`src/rtl/tetris_pkg.sv`:
```
// Shared board constants, row-command encodings and sequencer state type.
package tetris_pkg;

   localparam int ROWS_DEF = 20;
   localparam int COLS_DEF = 10;

   // Broadcast commands understood by every row of the row array
   localparam logic [1:0] ROW_CHECK = 2'b00;
   localparam logic [1:0] ROW_MOVE  = 2'b01;
   localparam logic [1:0] ROW_WRITE = 2'b10;
   localparam logic [1:0] ROW_SHIFT = 2'b11;

   typedef enum logic [2:0] {
      ST_IDLE,
      ST_WRITE,
      ST_CHECK,
      ST_SCAN,
      ST_SHIFT,
      ST_DONE
   } seq_state_t;

   // Width of a row index; a single-row board still gets a 1-bit index
   function automatic int idx_width(input int n);
      return (n > 1) ? $clog2(n) : 1;
   endfunction

endpackage

```
`src/rtl/bottom_row_finder.sv`:
```
// Combinational search for the highest set bit of a row mask (the
// bottom-most flagged row, since row 0 is the top of the board).
module bottom_row_finder
   import tetris_pkg::*;
#(
   parameter int ROWS  = ROWS_DEF,
   parameter int IDX_W = idx_width(ROWS)
) (
   input  logic [ROWS-1:0]  mask,
   output logic [IDX_W-1:0] idx,
   output logic             valid
);

   // Later (higher) set bits overwrite earlier ones, leaving the highest
   always_comb begin
      idx   = '0;
      valid = 1'b0;
      for (int i = 0; i < ROWS; i++) begin
         if (mask[i]) begin
            idx   = IDX_W'(i);
            valid = 1'b1;
         end
      end
   end

endmodule

```
`src/rtl/line_clear_seq.sv`:
```
// Line-clear sequencer: after a piece lands it writes the piece, asks
// the rows for their full flags, then collapses full rows one at a time
// from the bottom up while counting cleared lines.
module line_clear_seq
   import tetris_pkg::*;
#(
   parameter int ROWS  = ROWS_DEF,
   parameter int CNT_W = 16
) (
   input  logic             clk,
   input  logic             reset,
   input  logic             start,
   input  logic [ROWS-1:0]  row_full,
   output logic [1:0]       row_state,
   output logic [ROWS-1:0]  shift_row,
   output logic             busy,
   output logic             done,
   output logic [4:0]       lines_cleared,
   output logic [CNT_W-1:0] total_lines
);

   localparam int IDX_W = idx_width(ROWS);

   seq_state_t       state;
   logic [ROWS-1:0]  pending;
   logic [ROWS-1:0]  pending_nxt;
   logic [ROWS-1:0]  shift_mask;
   logic [IDX_W-1:0] bottom_idx;
   logic             bottom_vld;

   // Running total holds at all-ones instead of wrapping
   function automatic logic [CNT_W-1:0] sat_inc(input logic [CNT_W-1:0] v);
      return (v == '1) ? v : v + CNT_W'(1);
   endfunction

   bottom_row_finder #(
      .ROWS  (ROWS),
      .IDX_W (IDX_W)
   ) u_finder (
      .mask  (pending),
      .idx   (bottom_idx),
      .valid (bottom_vld)
   );

   // Rows at or above the bottom-most full row r shift down by one; the
   // pending flags follow the same move so a full row above r keeps
   // tracking its new position, and rows below r are untouched.
   always_comb begin
      shift_mask  = '0;
      pending_nxt = pending;
      if (bottom_vld) begin
         shift_mask[0]  = 1'b1;
         pending_nxt[0] = 1'b0;
      end
      for (int i = 1; i < ROWS; i++) begin
         if (bottom_vld && (i <= int'(bottom_idx))) begin
            shift_mask[i]  = 1'b1;
            pending_nxt[i] = pending[i-1];
         end
      end
   end

   // Shift enables are only meaningful while the shift command is broadcast
   always_comb begin
      shift_row = '0;
      if (state == ST_SHIFT) shift_row = shift_mask;
   end

   // Sequencer FSM with registered command, busy and done outputs
   always_ff @(posedge clk) begin
      if (reset) begin
         state         <= ST_IDLE;
         pending       <= '0;
         lines_cleared <= '0;
         total_lines   <= '0;
         row_state     <= ROW_MOVE;
         busy          <= 1'b0;
         done          <= 1'b0;
      end else begin
         done <= 1'b0;
         case (state)
            ST_IDLE: begin
               if (start) begin
                  state     <= ST_WRITE;
                  row_state <= ROW_WRITE;
                  busy      <= 1'b1;
               end
            end
            ST_WRITE: begin
               state         <= ST_CHECK;
               row_state     <= ROW_CHECK;
               lines_cleared <= '0;
            end
            ST_CHECK: begin
               state     <= ST_SCAN;
               row_state <= ROW_MOVE;
            end
            ST_SCAN: begin
               pending <= row_full;
               if (|row_full) begin
                  state     <= ST_SHIFT;
                  row_state <= ROW_SHIFT;
               end else begin
                  state     <= ST_DONE;
                  row_state <= ROW_MOVE;
                  done      <= 1'b1;
               end
            end
            ST_SHIFT: begin
               pending       <= pending_nxt;
               lines_cleared <= lines_cleared + 5'd1;
               total_lines   <= sat_inc(total_lines);
               if (pending_nxt == '0) begin
                  state     <= ST_DONE;
                  row_state <= ROW_MOVE;
                  done      <= 1'b1;
               end
            end
            ST_DONE: begin
               state     <= ST_IDLE;
               row_state <= ROW_MOVE;
               busy      <= 1'b0;
            end
            default: begin
               state     <= ST_IDLE;
               row_state <= ROW_MOVE;
               busy      <= 1'b0;
            end
         endcase
      end
   end

endmodule

```
`config.mk`:
```
export PLATFORM = sky130hd
export DESIGN_NAME = line_clear_seq
export DESIGN_NICKNAME = d
export VERILOG_FILES = /design/src/rtl/tetris_pkg.sv /design/src/rtl/bottom_row_finder.sv /design/src/rtl/line_clear_seq.sv
export SDC_FILE = /design/constraint.sdc
export NUM_CORES = 1
export LEC_CHECK = 0
export ABC_AREA = 0
export CAP_MARGIN = 0
export CORE_ASPECT_RATIO = 2
export CORE_MARGIN = 1
export CORE_UTILIZATION = 50
export DETAILED_ROUTE_END_ITERATION = 12
export GPL_ROUTABILITY_DRIVEN = 0
export GPL_TIMING_DRIVEN = 0
export PLACE_DENSITY_LB_ADDON = 0.3
export SLEW_MARGIN = 30
export SYNTH_ARGS = -nofsm -noshare
export SYNTH_HDL_FRONTEND = slang
export SYNTH_SLANG_ARGS = --single-unit
```
`constraint.sdc`:
```
create_clock -name clk -period 3.7 [get_ports clk]
set_input_delay 0.74 -clock clk [delete_from_list [all_inputs] [get_ports clk]]
set_output_delay 0.74 -clock clk [all_outputs]
set_load 0.02 [all_outputs]
```
* After elaboration in Yosys (flattened, before gate mapping)
Cells that the tools add are included.
Cells by class: shifts and indexed selects 0, divide/modulo/power cells 0, eq/ne operators 7, $lt $le $gt $ge 19, reductions and logical operators 28, bitwise logic cells 2, multiply operators 0, add/sub/neg operators 2, mux-type cells 95
Operators by type and width (count):
- two-way mux 1 bit | 65
- <= comparator 4 x 5 -> 1 bit (first input constant) | 8
- one-hot mux 20 bit (2 select lines) | 1
- two-way mux 4 bit | 8
- <= comparator 3 x 5 -> 1 bit (first input constant) | 4
- <= comparator 5 bit (first input constant) | 4
- logical NOT 20 bit | 1
- two-way mux 20 bit | 1
- two-way mux 5 bit | 4
- OR reduction 20 bit | 1
- logical AND 1 bit | 19
- two-way mux 3 bit | 6
- adder 16 x 1 -> 16 bit (second input constant) | 1
- == test 16 bit (second input constant) | 1
- one-hot mux 3 bit (5 select lines) | 1
- <= comparator 2 x 5 -> 1 bit (first input constant) | 2
- two-way mux 2 bit | 5
- one-hot mux 5 bit (2 select lines) | 1
- one-hot mux 2 bit (4 select lines) | 1
- == test 3 x 2 -> 1 bit (second input constant) | 2
- AND reduction 2 bit | 3
- adder 5 x 1 -> 5 bit (second input constant) | 1
- <= comparator 1 x 5 -> 1 bit (first input constant) | 1
- one-hot mux 1 bit (2 select lines) | 2
- 8 further kinds | 10
Storage, ports and cells: logic and storage cells 160, memory bits (read-only) 0, input bits 23, output and inout port bits 45, memories kept 0, latch bits 0, memory bits (writable) 0, bits in registers 48

* Depth between registers and ports, before layout
depth in word-level cells 25, depth in mapped cells 9, mapped depth without buffers 8

* Hierarchy
Synthesis repeated with hierarchy kept, for this count alone.
Second synthesis, totals: cells, all modules 424, area, all modules 3156.8 um2
Modules (own cells, without submodules):
- line_clear_seq | seq. area each 960.9 um2, area each 2950.3 um2, instances 1, cells each 386
- bottom_row_finder | seq. area each 0.0 um2, area each 206.4 um2, instances 1, cells each 38

* Worst setup path before layout
No wires, ideal clock.
kind register to output, from reg pending[11], to out shift_row[1], cell stages (with the launch flop) 8, data arrival time 1.740 ns, required time 2.960 ns, setup slack 1.220 ns, path buffers 1, cell sequence dfxtp_1 > clkbuf_2 > inv_1 > a2111oi_0 > o21ai_0 > a21oi_1 > nor2_1 > nor2_1
On the way: cells in the longest elaborated chain, start to end 13, elaborated cells on any way between the ends 22, those cells by class order compare: 1; mux: 20; reduce/logical: 1
Ends and longest elaborated chain:
- start: declaration | line line_clear_seq.sv:25 | logic [ROWS-1:0] pending;
- start signal: assignment | line line_clear_seq.sv:99 | pending <= row_full;
- start signal: assignment | line line_clear_seq.sv:110 | pending <= pending_nxt;
- two-way mux 4 bit (5 in a row) | line bottom_row_finder.sv:19 | if (mask[i]) begin
- two-way mux 5 bit (4 in a row) | line bottom_row_finder.sv:19
- <= comparator 1 x 5 -> 1 bit | line line_clear_seq.sv:56 | if (bottom_vld && (i <= int'(bottom_idx))) begin
- logical AND 1 bit (*) | line line_clear_seq.sv:56
- two-way mux 1 bit (*) | line line_clear_seq.sv:56
- two-way mux 20 bit (*) | line line_clear_seq.sv:66 | if (state == ST_SHIFT) shift_row = shift_mask;
- end: declaration | line line_clear_seq.sv:15 | output logic [ROWS-1:0] shift_row,
Every way passes the cells marked *; elsewhere a longest branch is shown, timed or not.

* Worst setup path in the final report
from reg pending[15], to out shift_row[1]
On the way: cells in the longest elaborated chain, start to end 9, elaborated cells on any way between the ends 14, those cells by class order compare: 1; mux: 12; reduce/logical: 1
Ends and longest elaborated chain (line):
- two-way mux 4 bit | bottom_row_finder.sv:19
- two-way mux 5 bit (4 in a row) | bottom_row_finder.sv:19
- <= comparator 1 x 5 -> 1 bit | line_clear_seq.sv:56
- logical AND 1 bit (*) | line_clear_seq.sv:56
- two-way mux 1 bit (*) | line_clear_seq.sv:56
- two-way mux 20 bit (*) | line_clear_seq.sv:66
Marked as above.

==> results.md <==
* Sum of negative setup slack at 0 ns
* Initial Util at 52.3%
* Final hold vios at 0
* Clk Latency, worst-skew pair at roughly 0.31 ns
* Clk slew on worst S/H paths at approximately 0.090 ns
* Most frequent cells in the layout: 66 x nor2_1, 66 x clkdlybuf4s50_1, 52 x nand2_1
* Die ar. at 5990 um2
* Nature of the critical path startpoint: flip-flop
* Net Sw Frac at approximately two fifths
* Met3 Track Usage GR at under 10%
* Static leakage at 0.00131 uW
* Post-DP HPWL at 6930 um
* PwrDens at between 400 and 500 nW/um2
* Endpoint class of the critical path: primary output
* Comb power frac at a little over two fifths
* Pin count of the biggest net entering global routing at 17
* Drc violations at 0
* Final setup vio count at 0
* Avg Vias per Cell at 6.32
* Final net count at 493
* Root Driver: clkbuf_8
* Total GRT Usage at between 30% and 40%
* Worst Path Required at 2.96 ns
* Io pins at 68
* Synth area leader: dfxtp_1
* Status: finished, final reports clean
* Total grt overflow at 0
* Netlist Area Pre-Place at 2840 um2
* Grt met2 use at around 60%
* Post-synth ARST share at 0%
* GRT busiest layer: met2
* Die Height at 108 um
* Clock power frac at 22.6%
* Post-route ant nets at 0
* Cts bufs inserted at 5
* Hold crit path type: flip-flop to flip-flop
* Clock sink count at 48
* Arrival @ worst endpoint at ~2.9 ns
* Sequential Power Share at 33.8%
* First-pass GRT wire length at ~15000 um
* Final period util at 97.1%
* Worst-margin pin slew at approximately 0.71 ns
* WS Path Type: flip-flop to primary output
* Routed len/inst at between 15 and 20 um
* # diodes at 0
* Horiz. Die Dim at 55.2 um
* Fillers at between 400 and 500
* Post-synth cell types at between 60 and 70
* TritonCTS clock tree: yes
* Syn avg cell area at about 7.2 um2
* Tmin final at approximately 3.6 ns
* Initial DRC Count at 285
* Clock buffer depth at 2
* Int Power at ~1000 uW
* Layout cells sized above 1 at between 7 and 8%
* Dominant synthesized flop cell: dfxtp_1
* Worst-path fanout max at 8
* Initial antenna violation count at 0
* FP Rows at 38
* Detailed-router iteration count before antenna repair at 5
* Port Buf Inserts at 66
* Vias in the first global route at about 3200
* YS warnings at 0
* H-tree lvl count at 2
* Layout Area Growth over Synthesis at 31.8%
* Vias at 3345
* Max-cap check violation count at 0
* Fmax at 278 MHz
* Slew Viols, Final at 0
* Core area at around 5400 um2
* Top cells by area, synth: dfxtp_1 34%, nor2_1 8.7%, nand2_1 6.9%
* Setup Skew at 0.00745 ns
* RSZ-0062 raised after global routing: no
* Peak supply drop at just over 400 uV
* Seq/Total Area, Yosys at about a third
* Flops & latches, synth at 48
* Post-synth top area share at approximately 34%
* Syn Nets at ~420
* Max-slew headroom at 52.5%
* GR Util met1 at 31.7%
* Post-synth EDFFs at 0
* NetSw at ~740 uW
* Final wirelength at between 9000 and 10000 um
* # hold bufs at CTS at 0
* Post-Syn Instances at approximately 390
* Final core occ at a little under 70%
-- state kept, by name, summed over array words and instances (netlist names) --
| register | cells |
|---|---|
| busy | 1 |
| total_lines | 16 |
| done | 1 |
| pending | 20 |
| state | 3 |
| row_state | 2 |
| lines_cleared | 5 |
-- logic make-up (layout without fill, tap and decap cells) --
family / Yosys count / after routing / synth area share [%]
buffers and inverters: 32 / 109 / 4.41
xor gates and xnor gates: 13 / 13 / 4.02
DFF: 48 / 48 / 33.9
AOI/OAI and AO/OA: 98 / 98 / 22.5
adders and majority gates: 3 / 3 / 1.24
and+or+nand+nor: 197 / 197 / 33.6
muxes: 1 / 1 / 0.353
-- final cells by class --
class                   instances  area (um2)  share of cell area, %
plain buffers                  23        91.3                   2.44
well taps                      60        75.1                   2.01
clock buffers                   5        68.8                   1.84
multi-input cells             312        1780                   47.6
flip-flops and latches         48         961                   25.7
inverters                       9        33.8                  0.904
repair buffers                 69         683                   18.3
clock inverters                 3        46.3                   1.24
-- cell usage after synthesis (2+ instances only) --
cell      count
a21o_1        2
nand2_1      52
buf_2         3
o22ai_1       3
o21ai_1       2
nor2_1       66
buf_1         2
a21boi_0      2
nor3b_1       2
nand4_1       6
dfxtp_1      48
clkbuf_1     17
o21a_1        2
nand2_2       2
nand2b_1      7
nand3_1      11
a31oi_1      11
or3_1         6
o31a_1        2
nor4_1        7
and3_1       10
a21oi_1      28
nor2_2        2
ha_1          2
xnor2_1       4
and2_1        4
a22oi_1       6
o21ai_0      16
xor2_1        9
nor2b_1       2
or2_2         2
inv_1         9
a311oi_1      3
nor3_1       10
a211oi_1      5
-- worst max-delay path, cell delays in order, from the launching register on --
cell,delay [ns]
dfxtp_1,0.31
clkbuf_1,0.21
nor4_2,0.56
nand4_1,0.29
o21ai_0,0.50
nor2_1,0.13
clkdlybuf4s50_1,0.56
-- layer usage --
metal	part of all wire (%)	vias to the layer above
li1	-	1549
met1	33	1479
met2	53	247
met3	8.3	70
met4	6.0	0
met5	0	-
-- power by group through the flow --
stage | clock network (uW) | logic [uW] | registers (uW)
3_5_place_dp | 0 | 678 | 602
5_1_grt | 422 | 808 | 597
3_3_place_gp | 0 | 668 | 601
4_1_cts | 401 | 683 | 590
2_1_floorplan | 0 | 457 | 606
6_report | 397 | 764 | 594
-- worst paths after layout --
| path | startpoint | endpoint | slack (ns) | cells past startpoint |
|---|---|---|---|---|
| hold / removal | row_state[0] | row_state[0] | 0.50 | 2 |
| setup reg to reg | pending[15] | done | 0.93 | 8 |
| hold reg to reg | row_state[0] | row_state[0] | 0.50 | 2 |
| setup / recovery | pending[15] | shift_row[1] | 0.11 | 6 |
-- repair_timing --
action	CTS	global route
cloned	0	0
resized for setup	1	6
endpoints found under the setup margin	1	9
pin swaps	0	2
buffers inserted	0	3
-- per-stage QoR --
stage	total power, uW	cell area [um2]	hold slack, ns	std cells	setup WS [ns]
2_1_floorplan	1060	2840	0.481	392	1.22
3_3_place_gp	1270	3570	0.479	518	0.397
3_5_place_dp	1280	3570	0.474	518	0.331
4_1_cts	1670	3690	0.503	526	0.0522
5_1_grt	1830	3740	0.537	529	0.00481
6_report	1750	3740	0.504	529	0.108
Note: power is estimated with default switching activity, not from simulation.
